<file path="src/rtl/bank_isu_pkg.sv">
// Shared types and default sizing for the bank instruction scheduling unit.
package bank_isu_pkg;

    localparam int DEF_SETS     = 8;
    localparam int DEF_WAYS     = 8;
    localparam int DEF_CH_W     = 2;
    localparam int DEF_OP_W     = 3;
    localparam int DEF_WBID_W   = 8;
    localparam int DEF_PQ_DEPTH = 4;
    localparam int DEF_SET_W    = $clog2(DEF_SETS);
    localparam int DEF_WAY_W    = $clog2(DEF_WAYS);

    // Request layout at the default sizing; the top builds its own copy from its parameters.
    typedef struct packed {
        logic [DEF_CH_W-1:0]   ch;
        logic [DEF_OP_W-1:0]   op;
        logic [DEF_SET_W-1:0]  set;
        logic [DEF_WAY_W-1:0]  way;
        logic [DEF_WBID_W-1:0] wbid;
    } isu_req_t;

endpackage

</file>
<file path="src/rtl/bank_isu_pq.sv">
// In-order pending queue of parked requests, with head peek and a per-entry
// set/way match vector used to keep later requests behind parked ones.
module bank_isu_pq
    import bank_isu_pkg::*;
#(
    parameter type req_t    = isu_req_t,
    parameter int  DEPTH    = DEF_PQ_DEPTH,
    parameter int  SET_W    = DEF_SET_W,
    parameter int  WAY_W    = DEF_WAY_W,
    localparam int PTR_W    = $clog2(DEPTH),
    localparam int CNT_W    = $clog2(DEPTH) + 1
) (
    input  logic             clk_i,
    input  logic             rst_i,
    input  logic             push,
    input  req_t             push_data,
    input  logic             pop,
    output req_t             head,
    output logic [CNT_W-1:0] cnt,
    input  logic [SET_W-1:0] match_set,
    input  logic [WAY_W-1:0] match_way,
    output logic [DEPTH-1:0] match
);

    req_t             mem [DEPTH];
    logic [PTR_W-1:0] wr_ptr;
    logic [PTR_W-1:0] rd_ptr;

    always_ff @(posedge clk_i or posedge rst_i) begin
        if (rst_i) begin
            wr_ptr <= '0;
            rd_ptr <= '0;
            cnt    <= '0;
        end else begin
            if (push) wr_ptr <= wr_ptr + 1'b1;
            if (pop)  rd_ptr <= rd_ptr + 1'b1;
            case ({push, pop})
                2'b10:   cnt <= cnt + 1'b1;
                2'b01:   cnt <= cnt - 1'b1;
                default: cnt <= cnt;
            endcase
        end
    end

    always_ff @(posedge clk_i) begin
        if (push) mem[wr_ptr] <= push_data;
    end

    assign head = mem[rd_ptr];

    // An entry is live when its distance from the read pointer is below the occupancy.
    always_comb begin
        match = '0;
        for (int i = 0; i < DEPTH; i++) begin
            if (({1'b0, PTR_W'(PTR_W'(i) - rd_ptr)} < cnt) &&
                (mem[i].set == match_set) && (mem[i].way == match_way))
                match[i] = 1'b1;
        end
    end

    assert property (@(posedge clk_i) disable iff (rst_i) !(push && !pop && (cnt == CNT_W'(DEPTH))));
    assert property (@(posedge clk_i) disable iff (rst_i) !(pop && (cnt == '0)));

endmodule

</file>
<file path="src/rtl/bank_isu_sched.sv">
// Bank instruction scheduler: blocks requests to lines with a linefill in flight,
// parks them in order and replays them on completion. Option macro: ISU_PERF_CNT_EN.
module bank_isu_sched
    import bank_isu_pkg::*;
#(
    parameter int  SETS     = DEF_SETS,
    parameter int  WAYS     = DEF_WAYS,
    parameter int  CH_W     = DEF_CH_W,
    parameter int  OP_W     = DEF_OP_W,
    parameter int  WBID_W   = DEF_WBID_W,
    parameter int  PQ_DEPTH = DEF_PQ_DEPTH,
    localparam int SET_W    = $clog2(SETS),
    localparam int WAY_W    = $clog2(WAYS),
    localparam int CNT_W    = $clog2(PQ_DEPTH) + 1
) (
    input  logic              clk_i,
    input  logic              rst_i,
    input  logic              htu_valid_i,
    output logic              htu_ready_o,
    input  logic [CH_W-1:0]   htu_ch_i,
    input  logic [OP_W-1:0]   htu_op_i,
    input  logic [SET_W-1:0]  htu_set_i,
    input  logic [WAY_W-1:0]  htu_way_i,
    input  logic [WBID_W-1:0] htu_wbid_i,
    input  logic              lf_start_i,
    input  logic [SET_W-1:0]  lf_set_i,
    input  logic [WAY_W-1:0]  lf_way_i,
    input  logic              lf_done_i,
    input  logic [SET_W-1:0]  lfd_set_i,
    input  logic [WAY_W-1:0]  lfd_way_i,
    output logic              sc_valid_o,
    input  logic              sc_ready_i,
    output logic [CH_W-1:0]   sc_ch_o,
    output logic [OP_W-1:0]   sc_op_o,
    output logic [SET_W-1:0]  sc_set_o,
    output logic [WAY_W-1:0]  sc_way_o,
    output logic [WBID_W-1:0] sc_wbid_o,
    output logic [CNT_W-1:0]  pq_cnt_o,
`ifdef ISU_PERF_CNT_EN
    output logic [31:0]       stall_cnt_o,
`endif
    output logic              err_o
);

    typedef struct packed {
        logic [CH_W-1:0]   ch;
        logic [OP_W-1:0]   op;
        logic [SET_W-1:0]  set;
        logic [WAY_W-1:0]  way;
        logic [WBID_W-1:0] wbid;
    } req_t;

    logic [SETS-1:0][WAYS-1:0] inflight_q;
    logic [SETS-1:0][WAYS-1:0] start_dcd;
    logic [SETS-1:0][WAYS-1:0] done_dcd;
    logic [PQ_DEPTH-1:0]       match;
    req_t                      htu_req;
    req_t                      head_req;
    req_t                      sel_req;
    req_t                      sc_q;
    logic                      sc_valid_q;
    logic                      err_q;
    logic                      head_free;
    logic                      new_free;
    logic                      load;
    logic                      send_head;
    logic                      send_new;
    logic                      accept;
    logic                      push;
    logic                      pop;

    assign htu_req = '{ch: htu_ch_i, op: htu_op_i, set: htu_set_i, way: htu_way_i, wbid: htu_wbid_i};

    always_comb begin
        start_dcd = '0;
        done_dcd  = '0;
        if (lf_start_i) start_dcd[lf_set_i][lf_way_i]   = 1'b1;
        if (lf_done_i)  done_dcd[lfd_set_i][lfd_way_i]  = 1'b1;
    end

    // A start that lands on the same line as a completion wins: the line stays in flight.
    always_ff @(posedge clk_i or posedge rst_i) begin
        if (rst_i) begin
            inflight_q <= '0;
            err_q      <= 1'b0;
        end else begin
            inflight_q <= (inflight_q & ~done_dcd) | start_dcd;
            if ((lf_start_i && inflight_q[lf_set_i][lf_way_i]) ||
                (lf_done_i && !inflight_q[lfd_set_i][lfd_way_i]))
                err_q <= 1'b1;
        end
    end

    bank_isu_pq #(
        .req_t (req_t),
        .DEPTH (PQ_DEPTH),
        .SET_W (SET_W),
        .WAY_W (WAY_W)
    ) u_pq (
        .clk_i     (clk_i),
        .rst_i     (rst_i),
        .push      (push),
        .push_data (htu_req),
        .pop       (pop),
        .head      (head_req),
        .cnt       (pq_cnt_o),
        .match_set (htu_set_i),
        .match_way (htu_way_i),
        .match     (match)
    );

    // The queue head always has priority; a new request may bypass only if nothing
    // for its line is parked, which keeps per-line order intact.
    assign htu_ready_o = (pq_cnt_o != CNT_W'(PQ_DEPTH));
    assign accept      = htu_valid_i && htu_ready_o;
    assign head_free   = (pq_cnt_o != '0) && !inflight_q[head_req.set][head_req.way];
    assign new_free    = accept && !inflight_q[htu_set_i][htu_way_i] && (match == '0);
    assign load        = !sc_valid_q || sc_ready_i;
    assign send_head   = load && head_free;
    assign send_new    = load && !head_free && new_free;
    assign pop         = send_head;
    assign push        = accept && !send_new;
    assign sel_req     = send_head ? head_req : htu_req;

    always_ff @(posedge clk_i or posedge rst_i) begin
        if (rst_i) begin
            sc_valid_q <= 1'b0;
            sc_q       <= '0;
        end else if (load) begin
            sc_valid_q <= send_head || send_new;
            if (send_head || send_new) sc_q <= sel_req;
        end
    end

    assign sc_valid_o = sc_valid_q;
    assign sc_ch_o    = sc_q.ch;
    assign sc_op_o    = sc_q.op;
    assign sc_set_o   = sc_q.set;
    assign sc_way_o   = sc_q.way;
    assign sc_wbid_o  = sc_q.wbid;
    assign err_o      = err_q;

`ifdef ISU_PERF_CNT_EN
    always_ff @(posedge clk_i or posedge rst_i) begin
        if (rst_i)
            stall_cnt_o <= '0;
        else if ((pq_cnt_o != '0) && !head_free && (stall_cnt_o != 32'hFFFF_FFFF))
            stall_cnt_o <= stall_cnt_o + 32'd1;
    end
`endif

endmodule

</file>
<file path="config.mk">
export PLATFORM = sky130hd
export DESIGN_NAME = bank_isu_sched
export DESIGN_NICKNAME = d
export VERILOG_FILES = /design/src/rtl/bank_isu_pkg.sv /design/src/rtl/bank_isu_pq.sv /design/src/rtl/bank_isu_sched.sv
export SDC_FILE = /design/constraint.sdc
export NUM_CORES = 1
export LEC_CHECK = 0
export BUFFER_PORTS_ARGS = -buffer_cell sky130_fd_sc_hd__clkbuf_2
export CELL_PAD_IN_SITES_DETAIL_PLACEMENT = 1
export CELL_PAD_IN_SITES_GLOBAL_PLACEMENT = 1
export CORE_ASPECT_RATIO = 0.75
export CORE_UTILIZATION = 50
export CTS_CLUSTER_DIAMETER = 150
export DETAILED_ROUTE_END_ITERATION = 16
export PLACE_DENSITY_LB_ADDON = 0.08
export REMOVE_ABC_BUFFERS = 1
export SYNTH_ARGS = -nofsm -noshare
export SYNTH_HDL_FRONTEND = slang
export SYNTH_HIERARCHICAL = 1
export SYNTH_SLANG_ARGS = --single-unit
</file>
<file path="constraint.sdc">
create_clock -name clk_i -period 4.7 [get_ports clk_i]
set_input_delay 0.47 -clock clk_i [delete_from_list [all_inputs] [get_ports clk_i]]
set_output_delay 0.47 -clock clk_i [all_outputs]
set_load 0.005 [all_outputs]
</file>
==> reports/metrics.csv, run 1 <==
metric,value,unit
status,"complete, no violations",
CTS Buffer Depth,2,
Final Net Count,885,
Critical R2R Capture,u_pq/cnt[2],
post-synth top area cell,dfrtp_1,
Worst-path clk slew,0.08,ns
CP Max Fanout,18,
area delta synth->final,10.9,%
I/O pin count,62,
final cell count without fillers,1098,
DR vias,7543,
asr flop ratio synth,0.548,
final hold viol count,0,
antenna cell count,0,
"commonest cells after routing, fill and taps aside","139 x o21ai_0, 92 x dfrtp_1, 76 x edfxtp_1",
Rows,43,
Port Buffers,61,
Leak,0.00396,µW
CP Class,reg2reg,
Fill cells,1974,
placed inst area,9950,µm²
Synth Area in XOR/XNOR,0.0284,
fin area,10600,µm²
"commonest non-fill, non-tap cell in the layout",o21ai_0,
Synth Area in Compound Gates,0.169,
Worst R2R Start,u_pq/rd_ptr[0],
top cell type's share of synthesized area,0.241,
Power Dens Cells,594,nW/µm²
Fmax,230,MHz
TritonCTS clock tree,yes,
Total Routing Usage GR,0.348,
worst setup path end,u_pq/cnt[2],
"Top FF cell, synth",dfrtp_1,
layout cells sized above 1,0.236,
Tcrit/Tclk final,0.926,
initial drt markers,1140,
"top cells by area, synth","dfrtp_1 24%, edfxtp_1 24%, mux4_2 11%",
critical path data required time,5.05,ns
"Core Util, Final",0.569,
RSZ-0062 raised after global routing,false,
Die X,162,µm
"Slew Viols, Final",0,
sequential share of the synthesized area,0.480,
total power,6290,µW
CTS resizes,0,
largest net degree at the start of global routing,46,
adder-cell share of the synthesized area,0.0139,
Final HPWL DP,22600,µm
initial antenna violation count,0,
number of synthesized flops with an enable pin,76,
main combinational cell family by area after synthesis,compound AO/OA/AOI/OAI gates,
normalized max-slew margin,0.364,
"Distinct cells, synth",67,
drt via density,6.87,
total grt overflow,0,
H-Tree Depth,4,
Crit. Startpoint,u_pq/rd_ptr[0],
Simple-Gate Fraction of Synth Area,0.0954,
count of final setup violators,0,
Worst Path Arrival,4.71,ns
# clock sinks,168,
HP Start,htu_op_i[2],
R2R cell count,15,
worst setup skew after layout,0.0192,ns
fin crit period,4.35,ns
remaining antenna violation count,0,
global-route wire length before repair,49600,µm
HP Class,in2reg,
WHS,0.259,ns
Starting Density,0.513,
Avg Inst Size Synth,11.9,µm²
clock root buffer,clkbuf_16,
routability cong.,0.960,
max capacitance violation total,0,
core area,18600,µm²
Vert. Die Dim,122,µm
peak supply drop,0.300,mV
vias in the first global route,7833,
Syn Inst Count,801,
slack of the worst reg-to-reg path,0.35,ns
mux contribution to synthesized area,0.168,
Post-Syn Area,9550,µm²
Worst-Skew Late Latency,0.45,ns
DRT Wirelength,32600,µm
Tightest Pin Transition,0.953,ns
setup repair bufs after CTS,0,
CTS Buf Count,17,
CP Capture Type,flip-flop,
DIE AREA,19700,µm²
dpl cells,1065,
register bit total from synthesis,168,
detailed-route wire length per cell,29.7,µm
First-pass DRT Iterations,5,
# DRC,0,
CP startpoint kind,flip-flop,
YS warnings,6,
## metal layers
| layer | wire length, µm | vias up | track usage |
|---|---|---|---|
| met1 | 14300 | 3951 | 0.508 |
| met4 | 488 | 0 | 0.0855 |
| li1 | - | 3173 | - |
| met3 | 3180 | 45 | 0.0936 |
| met5 | 0 | - | 0 |
| met2 | 14600 | 374 | 0.516 |
## synthesized netlist by cell type (5+ instances only)
cell type / instances
nand2_1: 31
o221a_1: 12
o221a_2: 7
nand3_1: 20
nor2b_1: 13
a22o_1: 5
or2_2: 17
xor2_1: 5
nand3b_1: 12
o22ai_1: 7
a211oi_1: 7
xnor2_1: 26
dfrtp_1: 92
mux2i_1: 29
ha_1: 9
clkbuf_1: 35
o21ai_0: 139
nor2_1: 21
a221oi_1: 10
edfxtp_1: 76
or3_1: 13
nand4_1: 5
buf_1: 6
a21oi_1: 12
mux4_2: 48
buf_2: 6
nand2b_1: 5
inv_1: 28
mux2_2: 13
a22oi_1: 14
and2_1: 9
## sequential cells by signal, indices dropped and copies added, names as in the netlist, 3 cells and up
name	count
u_pq/cnt	3
sc_wbid_o	8
inflight_q	64
u_pq/mem	76
sc_op_o	3
sc_way_o	3
sc_set_o	3
## report_power, final
| part | total (µW) | switching [µW] | internal (µW) |
|---|---|---|---|
| sequential | 2320 | 385 | 1930 |
| clock | 1490 | 712 | 776 |
| combinational | 2480 | 1340 | 1150 |
## critical path, cell delays in order, from the launching register on
cell and delay (ns):
dfrtp_1 0.48, mux4_2 0.82, mux4_2 0.42, or3_1 0.10, o31ai_1 0.06, o311a_1 0.34, or2_2 0.31, or2_1 0.27
and3_1 0.29, inv_1 0.10, ha_1 0.18, inv_1 0.06, fa_1 0.37, xor2_1 0.15, nor2_1 0.12, xor2_1 0.19
## what timing repair did
action                                  CTS  global route
hold endpoints to repair                  7             0
endpoints found under the setup margin    0             0
hold buffers                              1             0
## final cells by class
cell class                 count  area [µm²]  share of cell area
clock buffer                  17         425              0.0402
tap                          247         309              0.0292
multi-input combinational    547        4540               0.429
inverter                      28         106              0.0100
timing repair buffer          76         420              0.0397
clock inverter                15         205              0.0194
sequential                   168        4580               0.433
## metrics by stage
stage	setup TNS [ns]	setup WS [ns]
2_1_floorplan	-0.165	-0.165
3_3_place_gp	0	0.524
3_5_place_dp	0	0.336
4_1_cts	0	0.326
5_1_grt	0	0.148
6_report	0	0.345
## cell families after synthesis
group | after synthesis
flip-flops | 168
buffers and inverters | 86
AND/OR/NAND/NOR | 165
adder cells (fa/ha/maj) | 10
AO/OA/AOI/OAI | 247
XOR/XNOR | 31
multiplexers | 94
## how the worst min path moves through the flow
stage,end,slack (ns),cells past startpoint
finish,u_pq/mem[3][16],0.26,1
global route,u_pq/mem[2][16],0.25,1
CTS,u_pq/mem[3][16],0.25,1
detailed placement,u_pq/rd_ptr[1],0.43,2
global placement,u_pq/wr_ptr[0],0.43,2
floorplan,u_pq/cnt[0],0.27,1
Note: power is estimated with default switching activity, not from simulation.
==> run 2: changes to the inputs <==
- CORE_ASPECT_RATIO: 0.75 -> 0.9
==> run 2 against run 1 <==
  * Sequential power about the same
  * Fmax is 1.0% lower
  * Critical path depth increased by 3
  * Non-clock buffer count is the same
  * Final cell count is 0.18% lower
  * Wire length decreased by 0.19%
  * Global-route usage down 0.069 points
  * Power shrank 1.5%
  * First-iteration DRC count fell by 38%
  * Combinational power about the same
  * Critical endpoint unchanged
  * Largest cell class unchanged
  * Highest routed layer unchanged
==> reports/metrics.csv, run 2 (synthesis gave the netlist of run 1 again) <==
metric,value,unit,change
status,"complete, no violations",,
logic gate share of total power,0.400,,+0.005
routability cong.,0.975,,+1.5%
# DRC,0,,unchanged
DIE AREA,19700,µm²,about the same
global-route wire length before repair,50200,µm,+1.2%
CP Class,reg2reg,,
Setup TNS,0,ns,unchanged
Worst-Skew Late Latency,0.45,ns,about the same
largest net degree at the start of global routing,44,,-4.3%
"worst slack, placed",0.427,ns,+0.0904 ns
Fmax,227,MHz,-1.0%
initial antenna violation count,0,,unchanged
Power Dens Cells,585,nW/µm²,-1.5%
Leak,0.00395,µW,-0.16%
WHS,0.271,ns,+0.0127 ns
vias in the first global route,7986,,+2.0%
Setup WS post-layout,0.301,ns,-0.0446 ns
area delta synth->final,10.8,%,about the same
HP Class,in2reg,,
clock root buffer,clkbuf_16,,
"Slew Viols, Final",0,,unchanged
Switch Pwr,2390,µW,-1.8%
CP Capture Type,flip-flop,,
Final Net Count,885,,unchanged
I/O pin count,62,,unchanged
total grt overflow,0,,unchanged
clock network fraction of design power,0.225,,-0.012
fin crit period,4.40,ns,+0.0446 ns
Worst Path Arrival,4.77,ns,+0.06 ns
H-Tree Depth,4,,unchanged
Critical R2R Capture,u_pq/cnt[2],,
critical path data required time,5.07,ns,+0.02 ns
# clock sinks,168,,unchanged
Seq. cell area,4580,µm²,unchanged
Crit. Startpoint,u_pq/rd_ptr[0],,
R2R cell count,18,,+3
Final HPWL DP,22500,µm,-0.27%
Largest Register,u_pq/mem,,
CP Max Fanout,18,,unchanged
Tightest Pin Transition,0.897,ns,-0.0562 ns
Die X,148,µm,-8.6%
Sw Ratio,0.386,,-0.000966
remaining antenna violation count,0,,unchanged
normalized max-slew margin,0.402,,+0.0375
Tcrit/Tclk final,0.936,,+0.00949
final hold viol count,0,,unchanged
Fill cells,1940,,-1.7%
area of the multi-input gates,4550,µm²,+0.14%
Total Routing Usage GR,0.347,,-0.000693
total power,6190,µW,-1.5%
CP startpoint kind,flip-flop,,
Int Power,3800,µW,-1.4%
count of final setup violators,0,,unchanged
CTS Buf Count,17,,unchanged
max capacitance violation total,0,,unchanged
CTS Buffer Depth,2,,unchanged
slack of the worst reg-to-reg path,0.30,ns,-0.04 ns
DR vias,7618,,+0.99%
worst setup skew after layout,0.0175,ns,-0.00165 ns
Worst-path clk slew,0.08,ns,about the same
worst setup path end,u_pq/cnt[2],,
detailed-route wire length per cell,29.7,µm,about the same
Rows,47,,+9.3%
"commonest non-fill, non-tap cell in the layout",o21ai_0,,
Vert. Die Dim,133,µm,+9.4%
TritonCTS clock tree,yes,,
peak supply drop,0.254,mV,-15%
Seq pwr share,0.376,,+0.008
Port Buffers,61,,unchanged
antenna cell count,0,,unchanged
Starting Density,0.516,,+0.00253
"commonest cells after routing, fill and taps aside","139 x o21ai_0, 92 x dfrtp_1, 76 x edfxtp_1",,
Worst R2R Start,u_pq/rd_ptr[0],,
max reg flops,76,,unchanged
initial drt markers,712,,-38%
drt via density,6.95,,+1.2%
layout cells sized above 1,0.237,,+0.00118
First-pass DRT Iterations,5,,unchanged
core area,18500,µm²,-0.49%
RSZ-0062 raised after global routing,false,,
DRT Wirelength,32500,µm,-0.19%
==> run 2: how the worst min path moves through the flow <==
stage | end | slack [ns] | startpoint | depth (start not counted)
after global placement | u_pq/cnt[1] | 0.45 | rst_i | 2
after floorplan | u_pq/cnt[0] | 0.27 | rst_i | 1
after detailed placement | u_pq/cnt[1] | 0.45 | rst_i | 2
after global routing | u_pq/mem[0][6] | 0.27 | htu_wbid_i[6] | 1
final | u_pq/mem[2][6] | 0.27 | htu_wbid_i[6] | 1
after CTS | u_pq/mem[2][6] | 0.26 | htu_wbid_i[6] | 1
==> run 2: what timing repair did <==
action                                  in CTS  in global routing
resized for setup                            0                  1
endpoints found under the setup margin       0                  1
endpoints found under the hold margin        7                  0
hold buffers                                 1                  0
buffers inserted                             0                  0
==> run 2: per-layer routing <==
metal | GRT usage | wire length [µm] | up-vias
met2 | 0.562 | 15700 | 424
met3 | 0.0712 | 2480 | 92
met5 | 0 | 0 | -
li1 | - | - | 3177
met1 | 0.452 | 12900 | 3925
met4 | 0.159 | 1420 | 0
==> run 2: final cells by class <==
| type | instances | area share |
|---|---|---|
| Clock inverter | 15 | 0.0149 |
| Multi-Input combinational cell | 547 | 0.430 |
| Clock buffer | 17 | 0.0402 |
| Timing Repair Buffer | 76 | 0.0433 |
| Inverter | 28 | 0.0100 |
| Sequential cell | 168 | 0.433 |
| Tap cell | 245 | 0.0290 |
==> run 2: stage by stage <==
step | std cells | util | area (µm²)
floorplan | 743 | - | 9230
global placement | 1063 | 0.539 | 9990
detailed placement | 1063 | 0.539 | 9990
CTS | 1096 | 0.571 | 10600
global route | 1096 | 0.571 | 10600
finish | 1096 | 0.571 | 10600
==> run 2: power groups by stage <==
| stage | Sequential (µW) | Combinational, µW | Clock (µW) |
|---|---|---|---|
| finish | 2330 | 2480 | 1390 |
| CTS | 2310 | 2480 | 1400 |
| global route | 2350 | 2690 | 1450 |
| global placement | 2290 | 2330 | 0 |
| floorplan | 2220 | 1610 | 0 |
| detailed placement | 2330 | 2450 | 0 |
==> run 2: worst max-delay path, cell delays in order (launching register included) <==
cell	delay, ns
dfrtp_1	0.39
buf_4	0.34
xor2_1	0.26
ha_1	0.21
inv_1	0.06
o2111ai_1	0.26
a211oi_1	0.12
nor4_2	0.38
nand4_1	0.22
a211o_1	0.40
or2_1	0.27
and3_1	0.29
inv_1	0.10
ha_1	0.18
inv_1	0.06
fa_1	0.37
xor2_1	0.15
nor2_1	0.11
xor2_1	0.15
==> run 3: changes to the inputs <==
- REMOVE_ABC_BUFFERS: 1 -> unset
==> run 3 against run 2 <==
  * Sequential cell count unchanged
  * Global-route usage is essentially flat
  * Worst hold slack worse by 0.014 ns
  * Clock skew is 0.0035 ns lower
  * Highest routed layer unchanged
  * Sequential share of layout area barely moved
  * Non-clock buffer count rose by 1
  * Combinational power hardly changed
  * Power rose by 1.2%
==> reports/metrics.csv, run 3 (synthesis gave the netlist of run 1 again) <==
metric,value,unit,change
"Slew Viols, Final",0,,unchanged
layout cells sized above 1,0.237,,-0.000279
# clock sinks,168,,unchanged
I/O pin count,62,,unchanged
worst setup skew after layout,0.0140,ns,-0.00348 ns
Setup TNS,0,ns,unchanged
HP Start,htu_wbid_i[1],,
CTS Buf Count,17,,unchanged
core area,18500,µm²,unchanged
Tightest Pin Transition,0.941,ns,+0.0444 ns
area delta synth->final,10.8,%,about the same
max reg flops,76,,unchanged
Die X,148,µm,unchanged
largest net degree at the start of global routing,44,,unchanged
CTS Buffer Depth,2,,unchanged
Fill cells,1926,,-0.72%
fin crit period,4.31,ns,-0.0843 ns
CP startpoint kind,flip-flop,,
setup repair bufs after CTS,0,,unchanged
RSZ-0062 raised after global routing,false,,
remaining antenna violation count,0,,unchanged
peak supply drop,0.305,mV,+20%
R2R cell count,19,,+1
# DRC,0,,unchanged
CTS resizes,0,,unchanged
max capacitance violation total,0,,unchanged
vias in the first global route,8024,,+0.48%
CP Capture Type,flip-flop,,
DIE AREA,19700,µm²,unchanged
global-route wire length before repair,49600,µm,-1.1%
Worst-path clk slew,0.08,ns,about the same
Worst-Skew Late Latency,0.45,ns,about the same
final hold viol count,0,,unchanged
Power Dens Cells,592,nW/µm²,+1.2%
total grt overflow,0,,unchanged
HP Class,in2reg,,
count of final setup violators,0,,unchanged
CP Class,reg2reg,,
detailed-route wire length per cell,29.5,µm,-0.60%
hold worst-path end,u_pq/mem[3][1],,
"commonest cells after routing, fill and taps aside","139 x o21ai_0, 92 x dfrtp_1, 76 x edfxtp_1",,
Worst R2R Start,u_pq/rd_ptr[0],,
initial drt markers,614,,-14%
DRT Wirelength,32300,µm,-0.51%
Critical R2R Capture,u_pq/cnt[2],,
initial antenna violation count,0,,unchanged
clock root buffer,clkbuf_16,,
First-pass DRT Iterations,5,,unchanged
Rows,47,,unchanged
DR vias,7657,,+0.51%
Final Net Count,886,,+0.11%
hold depth,1,,unchanged
Tcrit/Tclk final,0.918,,-0.0179
status,"complete, no violations",,
"Core Util, Final",0.571,,about the same
H-Tree Depth,4,,unchanged
Syn Nets,848,,
"commonest non-fill, non-tap cell in the layout",o21ai_0,,
critical path data required time,5.07,ns,about the same
Final HPWL DP,22400,µm,-0.59%
drt via density,6.98,,+0.42%
WHS,0.258,ns,-0.0137 ns
Port Buffers,61,,unchanged
Fmax,232,MHz,+2.0%
Vert. Die Dim,133,µm,unchanged
antenna cell count,0,,unchanged
Leak,0.00396,µW,+0.18%
routability cong.,0.983,,+0.80%
CP Max Fanout,16,,-2
slack of the worst reg-to-reg path,0.39,ns,+0.08 ns
Worst Path Arrival,4.69,ns,-0.08 ns
Starting Density,0.516,,unchanged
TritonCTS clock tree,yes,,
Total Routing Usage GR,0.347,,+0.000374
normalized max-slew margin,0.372,,-0.0296
Largest Register,u_pq/mem,,
-- run 3: stage by stage --
| step | instance area, µm² | cells | total power (µW) | setup WS, ns |
|---|---|---|---|---|
| 5_1_grt | 10600 | 1097 | 6570 | 0.154 |
| 6_report | 10600 | 1097 | 6270 | 0.385 |
| 4_1_cts | 10600 | 1097 | 6270 | 0.413 |
| 2_1_floorplan | 9550 | 801 | 4000 | 0.539 |
| 3_3_place_gp | 9960 | 1064 | 4640 | 0.608 |
| 3_5_place_dp | 9960 | 1064 | 4810 | 0.461 |
-- run 3: cell type report --
cell class                 count  area (µm²)  share of cell area
clock buffer                  17         425              0.0402
clock inverter                15         188              0.0177
inverter                      28         106              0.0101
multi-input combinational    547        4540               0.429
sequential                   168        4580               0.433
tap                          245         307              0.0290
timing repair buffer          77         428              0.0404
-- run 3: per-layer routing --
| layer | up-vias | part of all wire | global-route usage |
|---|---|---|---|
| met2 | 426 | 0.47 | 0.549 |
| met3 | 108 | 0.071 | 0.0661 |
| li1 | 3170 | - | - |
| met5 | - | 0 | 0 |
| met1 | 3953 | 0.40 | 0.456 |
| met4 | 0 | 0.052 | 0.189 |
-- run 3: where the power goes --
group	switching (µW)	internal [µW]	total [µW]
sequential	399	1930	2330
clock	724	727	1450
combinational	1330	1150	2480
total	2450	3810	6270
-- run 3: worst max path at each step --
stage                        start          end  slack, ns  depth (start not counted)
floorplan           u_pq/rd_ptr[0]  u_pq/cnt[2]       0.54                         20
global placement      htu_set_i[0]  u_pq/cnt[2]       0.61                         15
detailed placement    htu_set_i[0]  u_pq/cnt[2]       0.46                         16
CTS                 u_pq/rd_ptr[0]  u_pq/cnt[2]       0.41                         19
global route        u_pq/rd_ptr[0]  u_pq/cnt[2]       0.15                         19
finish              u_pq/rd_ptr[0]  u_pq/cnt[2]       0.39                         19
-- run 3: worst max-delay path, stage by stage, from the launching register on --
cell,delay (ns)
dfrtp_1,0.40
buf_4,0.22
buf_4,0.34
xor2_1,0.28
ha_1,0.20
inv_1,0.04
o2111ai_1,0.20
a211oi_1,0.08
nor4_1,0.29
nand4_1,0.22
a211o_1,0.29
or2_1,0.25
and3_1,0.28
inv_1,0.09
ha_1,0.20
inv_1,0.07
fa_1,0.39
xor2_1,0.16
nor2_1,0.12
xor2_1,0.16
-- run 3: what timing repair did --
item | 4_1_cts | 5_1_grt
endpoints found under the hold margin | 7 | 0
hold buffers | 1 | 0
setup endpoints to repair | 0 | 0
